## src/rtl/fp_accum.sv

```systemverilog
// fp_accum: streaming fixed-point block accumulator with requantisation and saturation.
// Optional round-half-up on right shifts when FP_ACCUM_ROUND_EN is defined.
module fp_accum #(
  parameter int I_IN  = 2,
  parameter int F_IN  = 14,
  parameter int I_OUT = 2,
  parameter int F_OUT = 14,
  parameter int GUARD = 4
) (
  input  logic                   clk,
  input  logic                   rst_n,
  input  logic [I_IN+F_IN-1:0]   in_data,
  input  logic                   in_signed,
  input  logic                   in_valid,
  input  logic                   in_last,
  output logic                   in_ready,
  output logic [I_OUT+F_OUT-1:0] out_data,
  output logic                   out_signed,
  output logic [GUARD:0]         out_len,
  output logic                   overflow,
  output logic                   out_valid,
  input  logic                   out_ready
);
  localparam int IN_W  = I_IN + F_IN;
  localparam int OUT_W = I_OUT + F_OUT;
  localparam int ACC_W = IN_W + GUARD + 1;
  localparam int SH_L  = F_OUT >= F_IN ? F_OUT - F_IN : 0;
  localparam int SH_R  = F_IN > F_OUT ? F_IN - F_OUT : 0;
  localparam int W     = ACC_W + SH_L + OUT_W + 2;
  localparam logic signed [W-1:0] ONE  = {{(W-1){1'b0}}, 1'b1};
  localparam logic signed [W-1:0] S_HI = (ONE <<< (OUT_W-1)) - ONE;
  localparam logic signed [W-1:0] S_LO = -(ONE <<< (OUT_W-1));
  localparam logic signed [W-1:0] U_HI = (ONE <<< OUT_W) - ONE;
  localparam logic [GUARD:0] CNT_MAX = {1'b0, {GUARD{1'b1}}};
  localparam logic [GUARD:0] CNT_ONE = {{GUARD{1'b0}}, 1'b1};
  localparam logic [1:0] S_ACC  = 2'd0;
  localparam logic [1:0] S_CONV = 2'd1;
  localparam logic [1:0] S_OUT  = 2'd2;
  logic [1:0] state;
  logic [ACC_W-1:0] acc, smp;
  logic [GUARD:0] count;
  logic sgn, first, smp_sgn, close, ovf;
  logic signed [W-1:0] ext, scaled, hi, lo;
  logic [OUT_W-1:0] res;
  assign in_ready  = state == S_ACC;
  assign out_valid = state == S_OUT;
  assign first     = count == '0;
  assign smp_sgn   = first ? in_signed : sgn;
  assign smp       = smp_sgn ? {{(ACC_W-IN_W){in_data[IN_W-1]}}, in_data} : {{(ACC_W-IN_W){1'b0}}, in_data};
  // the length cap closes on the beat that brings count to 2^GUARD
  assign close     = in_last || count == CNT_MAX;
  always_comb begin
    ext = {{(W-ACC_W){acc[ACC_W-1]}}, acc};
`ifdef FP_ACCUM_ROUND_EN
    scaled = ((ext + ((ONE <<< SH_R) >>> 1)) <<< SH_L) >>> SH_R;
`else
    scaled = (ext <<< SH_L) >>> SH_R;
`endif
    hi  = sgn ? S_HI : U_HI;
    lo  = sgn ? S_LO : '0;
    ovf = scaled > hi || scaled < lo;
    res = scaled > hi ? hi[OUT_W-1:0] : scaled < lo ? lo[OUT_W-1:0] : scaled[OUT_W-1:0];
  end
  always_ff @(posedge clk or negedge rst_n) begin
    if (!rst_n) begin
      state      <= S_ACC;
      acc        <= '0;
      count      <= '0;
      sgn        <= 1'b0;
      out_data   <= '0;
      out_signed <= 1'b0;
      out_len    <= '0;
      overflow   <= 1'b0;
    end else if (state == S_ACC && in_valid) begin
      acc   <= first ? smp : acc + smp;
      count <= count + CNT_ONE;
      sgn   <= smp_sgn;
      state <= close ? S_CONV : S_ACC;
    end else if (state == S_CONV) begin
      out_data   <= res;
      out_signed <= sgn;
      out_len    <= count;
      overflow   <= ovf;
      state      <= S_OUT;
    end else if (state == S_OUT && out_ready) begin
      acc   <= '0;
      count <= '0;
      state <= S_ACC;
    end
  end
endmodule

```

## config.mk

```make
export PLATFORM = sky130hd
export DESIGN_NAME = fp_accum
export DESIGN_NICKNAME = d
export VERILOG_FILES = /design/src/rtl/fp_accum.sv
export SDC_FILE = /design/constraint.sdc
export NUM_CORES = 1
export LEC_CHECK = 0
export ABC_CLOCK_PERIOD_IN_PS = 5500
export CAP_MARGIN = 20
export CORE_MARGIN = 2
export CORE_UTILIZATION = 35
export DETAILED_ROUTE_END_ITERATION = 8
export PLACE_DENSITY = 0.55
export SLEW_MARGIN = 20
export SYNTH_ARGS = -nofsm -noshare
export SYNTH_HDL_FRONTEND = slang
export SYNTH_SLANG_ARGS = --single-unit
```

## constraint.sdc

```tcl
create_clock -name clk -period 5.5 [get_ports clk]
set_input_delay 0.55 -clock clk [delete_from_list [all_inputs] [get_ports clk]]
set_output_delay 0.55 -clock clk [all_outputs]
set_load 0.005 [all_outputs]
```

## Word-level counts from Yosys, hierarchy flattened

Cells that the tools add are included.

| storage, ports and cells | value |
|---|---|
| register bits after elaboration | 52 |
| logic and storage cells | 44 |
| input bits | 22 |

| operators by class | value |
|---|---|
| mux-type cells | 17 |
| $lt $le $gt $ge | 2 |
| bitwise logic cells | 1 |
| reductions and logical operators | 10 |
| equality and inequality tests | 4 |
| $add $sub $neg | 2 |

Operators by type and width:

| operator | count |
|---|---|
| 21-bit 2-to-1 mux | 5 |
| 16-bit 2-to-1 mux | 3 |
| 21-bit by 39-bit < comparator with 1-bit output | 1 |
| 39-bit 2-to-1 mux | 1 |
| 21-bit adder | 1 |
| 21-bit by 17-bit > comparator with 1-bit output | 1 |
| 5-bit 2-to-1 mux | 3 |
| 2-bit 2-to-1 mux | 3 |
| 5-bit by 1-bit adder with 5-bit output (second input constant) | 1 |
| 5-bit by 4-bit equality test with 1-bit output (second input constant) | 1 |
| 5-bit zero test | 1 |
| 2-bit AND reduction | 2 |
| 3-bit nonzero test | 1 |
| 2-bit by 1-bit equality test with 1-bit output (second input constant) | 1 |
| 2-bit equality test (second input constant) | 1 |
| 1-bit logical AND | 2 |
| 2-bit zero test | 1 |
| 1-bit logical OR | 2 |
| 1-bit 2-to-1 mux | 2 |
| 2-bit != test (second input constant) | 1 |
| 2-bit nonzero test | 1 |
| 1-bit NOT | 1 |

## Logic depth before layout (Yosys ltp)

| depth | value |
|---|---|
| word-level depth | 6 |
| gate-level depth with buffers | 13 |
| mapped depth without buffers | 12 |

## Least setup slack after synthesis

No wires, ideal clock.

| timing path | value |
|---|---|
| kind | register -> register |
| start point | register count[0] |
| end point | register acc[20] |
| setup slack | 2.471 ns |
| data arrival time | 2.904 ns |
| buffers on the path | 1 |
| required time | 5.376 ns |
| stages on the path, launching flop included | 14 |
| cells stage by stage | dfrtp_1 -> inv_1 -> ha_1 -> nor4b_4 -> mux2i_1 -> ha_1 -> clkbuf_1 -> a21oi_1 -> o21a_1 -> a21bo_2 -> a22oi_1 -> and3_1 -> xnor2_1 -> o21ai_1 |

| between the ends | value |
|---|---|
| longest elaborated chain between the ends | 6 |

RTL lines:

| what | line | RTL |
|---|---|---|
| from (decl) | 41 | `logic [GUARD:0] count;` |
| from (signal assigned) | 76 | `count <= count + CNT_ONE;` |
| 5-bit zero test * | 47 | `assign first = count == '0;` |
| 1-bit 2-to-1 mux | 48 | `assign smp_sgn = first ? in_signed : sgn;` |
| 21-bit 2-to-1 mux | 49 | `assign smp = smp_sgn ? {{(ACC_W-IN_W){in_data[IN_W-1]}}, in_data} : {{(ACC_W-IN_W){1'b0}}, in_data};` |
| 21-bit adder | 75 | `acc <= first ? smp : acc + smp;` |
| 21-bit 2-to-1 mux * | 75 |  |
| 21-bit 2-to-1 mux * | 74 | `end else if (state == S_ACC && in_valid) begin` |
| to (signal assigned) | 75 |  |
| to (decl) | 40 | `logic [ACC_W-1:0] acc, smp;` |

Mark *: on every way between the ends. The rest lies on a longest branch, timed or not.
A chain may end at the register's enable or synchronous reset.

## Worst setup path in the final report

Ends and elaborated chain as after synthesis.

==> reports/metrics.cfg <==
[placement]
place.gp.congestion = 0.832
placedInstanceArea_sq_mm = 0.00407
dpl.cell_count = 571
dpl.hpwl_mm = 6.82
io_buffers = 46

[global_route]
groute.layer.met1.usage = 0.258
globalRoute.totalOverflow = 0
groute.layer.met3.usage = 0.0182
grt_util_met2 = 0.260
grt_pass1_vias = 2865
highest_utilization_routing_layer_at_the_global_route_stage = met2
globalRouteTotalUtil = 0.170
antenna_found_initial = 0
maximum_number_of_pins_on_one_net_before_global_route_repair = 53
first_pass_grt_wire_length_mm = 15.1

[worst_setup_path]
r2r-end = acc[20]
setup.worst_path.end_class = register
critPathArrivalTime_ns = 4.10
worstSetupStartpointType = register
critical_path_required_ns = 5.69
crit-reg2reg-launch = count[0]
worstPathMaxFanout = 18
worst-r2r-cell-count = 12
critical_path_class = reg -> reg
worst-r2r-setup-slack_ns = 1.59

[final_layout]
design.final.nets = 498
layout-area-overhead-vs-synth_pct = 20.2
final.fill_count = 1033
multi_input_logic_area_sq_mm = 0.00208
finish.instance_area_sq_mm = 0.00420
final_core_utilization = 0.432
finalNonFillerCells = 579
seq_area_sq_mm = 0.00130
antenna-diode-count = 0
fraction_of_layout_instances_using_a_drive_strength_above_1 = 0.0404

[clock_network]
cts.root.buffer_cell = sky130_fd_sc_hd__clkbuf_8
post_cts_hold_buffer_count = 0
clock_sink_count = 52
clock_tree_from_tritoncts = yes
cts.reportedPaths.clkPinSlew_ns = 0.09
post_cts_resized = 0
maximum_buffer_depth_of_the_clock_tree = 2
cts_htree_levels = 2
worst_skew_pair.late_latency_ns = 0.30
cts_inserted_buffers = 5
postCtsSetupRepairBufs = 0

[die]
io_pins = 47
fp.dieH_um = 104
starting_density_of_the_core = 0.359
die-width_um = 104
placeableCoreArea_sq_mm = 0.00973
die-area_sq_mm = 0.0108
placementRows = 36

[synthesis]
synthesis.area_sq_mm = 0.00349
number_of_register_bits_inferred_by_synthesis = 52
postSynthNetCount = 458
synth_cells = 405
synthesis.area_per_instance_sq_um = 8.62
synth_edf_count = 0
synthFlopType = sky130_fd_sc_hd__dfrtp_1
async_reset_ff_frac = 1.00
yosys_warnings = 0
synth.yosys.seq_area_share = 0.373
synth.distinct_cells = 49

[sta]
slew_headroom = 0.294
setup_viol = 0
crit_share_post_route = 0.711
max_clock_freq_mhz = 256
finalClockSkew_ns = 0.00895
tightestPinTransition_ns = 1.05
grt_setup_unrepaired = no
post-route-min-period_ns = 3.91
timing_hold_violations_final = 0
setup_tns_ns = 0
timing.final.max_slew_violations = 0

[drt]
drc = 0
vias_per_cell = 5.27
routed-via-count = 3049
dr.first_iter.drc_count = 102
totalWireLength_mm = 8.90
antenna_left = 0
drt_first_pass_iters = 4
post_drt_wl_per_cell_um = 15.4

[run_status]
outcome = completed

[pwr]
power.leakage_nw = 1.93
design_power_total_mw = 2.46
vdd.ir_drop.worst_mv = 0.203
power-per-cell-area_mw_per_mm2 = 586

[job]
max_cap_violations = 0

[hold_path]
hold_path_class = in -> async

==> Yosys cell counts (6+ instances only) <==
cell type	number	area, sq um
sky130_fd_sc_hd__xnor2_1	6	52.6
sky130_fd_sc_hd__o21ai_1	6	30.0
sky130_fd_sc_hd__a22oi_1	7	52.6
sky130_fd_sc_hd__nand2_1	59	221
sky130_fd_sc_hd__mux2i_1	8	80.1
sky130_fd_sc_hd__xor2_1	8	70.1
sky130_fd_sc_hd__a21oi_1	44	220
sky130_fd_sc_hd__o21a_1	6	45.0
sky130_fd_sc_hd__nor2_1	27	101
sky130_fd_sc_hd__dfrtp_1	52	1300
sky130_fd_sc_hd__and3_1	9	56.3
sky130_fd_sc_hd__nand3_1	7	35.0
sky130_fd_sc_hd__clkbuf_1	16	60.1
sky130_fd_sc_hd__a21o_1	13	97.6
sky130_fd_sc_hd__o21ai_0	43	215
sky130_fd_sc_hd__inv_1	10	37.5
sky130_fd_sc_hd__ha_1	30	375
==> critical path: stages, from the launching register on <==
cell and delay [ns]:
sky130_fd_sc_hd__dfrtp_1 0.43, sky130_fd_sc_hd__inv_1 0.10, sky130_fd_sc_hd__ha_1 0.17, sky130_fd_sc_hd__nor4b_4 0.86, sky130_fd_sc_hd__mux2i_1 0.69, sky130_fd_sc_hd__ha_1 0.45
sky130_fd_sc_hd__a21oi_1 0.17, sky130_fd_sc_hd__o21a_1 0.18, sky130_fd_sc_hd__a21bo_2 0.23, sky130_fd_sc_hd__a22oi_1 0.14, sky130_fd_sc_hd__and3_1 0.20, sky130_fd_sc_hd__xnor2_1 0.11
sky130_fd_sc_hd__o21ai_1 0.07
==> flip-flops by register name (all words and copies together), names as in the netlist <==
signal and count:
acc 21, count 5, out_data 16, out_len 5, out_signed 1, overflow 1, sgn 1, state 2
==> cell families after synthesis <==
group / synth area share
DFF: 0.373
adders and majority gates: 0.113
muxes: 0.0229
AOI/OAI and AO/OA: 0.258
buffers and inverters: 0.0312
and+or+nand+nor: 0.167
xor gates and xnor gates: 0.0351
==> worst max-delay path by stage <==
stage	slack (ns)	endpoint	startpoint
final	1.59	acc[20]	count[0]
after global routing	1.34	acc[20]	count[0]
after CTS	1.59	acc[20]	count[0]
after detailed placement	1.60	acc[20]	count[0]
after global placement	1.82	acc[20]	count[0]
after floorplan	2.47	acc[20]	count[0]
==> report_power, final <==
group	switching, mW	total (mW)	internal (mW)
logic	0.796	1.46	0.667
clock network	0.123	0.284	0.161
registers	0.169	0.715	0.546
==> routing by layer <==
| layer | routed length [um] | vias to the layer above | part of all wire |
|---|---|---|---|
| met5 | 0 | - | 0 |
| met4 | 61 | 0 | 0.0069 |
| met3 | 271 | 4 | 0.030 |
| met2 | 3880 | 60 | 0.44 |
| met1 | 4690 | 1434 | 0.53 |
| li1 | - | 1551 | - |
==> through the flow <==
step,hold WS (ns),setup slack (ns)
finish,0.351,1.59
global route,0.430,1.34
CTS,0.375,1.59
detailed placement,0.464,1.60
global placement,0.458,1.82
floorplan,0.254,2.47
==> cell type report <==
type / count / share of cell area
sequential: 52 / 0.310
timing repair buffer: 50 / 0.116
multi-input combinational: 326 / 0.496
tap: 133 / 0.0396
clock inverter: 1 / 0.00715
inverter: 10 / 0.00894
clock buffer: 7 / 0.0229
==> cells in the final DEF (no fill, tap or decap), drive strengths merged, types with 6 or more instances in the layout <==
cell,count
inv,10
o21ai,49
a21o,13
mux2i,8
clkbuf,7
xnor2,6
and3,9
nand2,59
nor2,27
xor2,8
ha,30
dfrtp,52
a22oi,7
clkdlybuf4s50,45
nand3,7
o21a,6
a21oi,44
(Power assumes the default switching activity.)
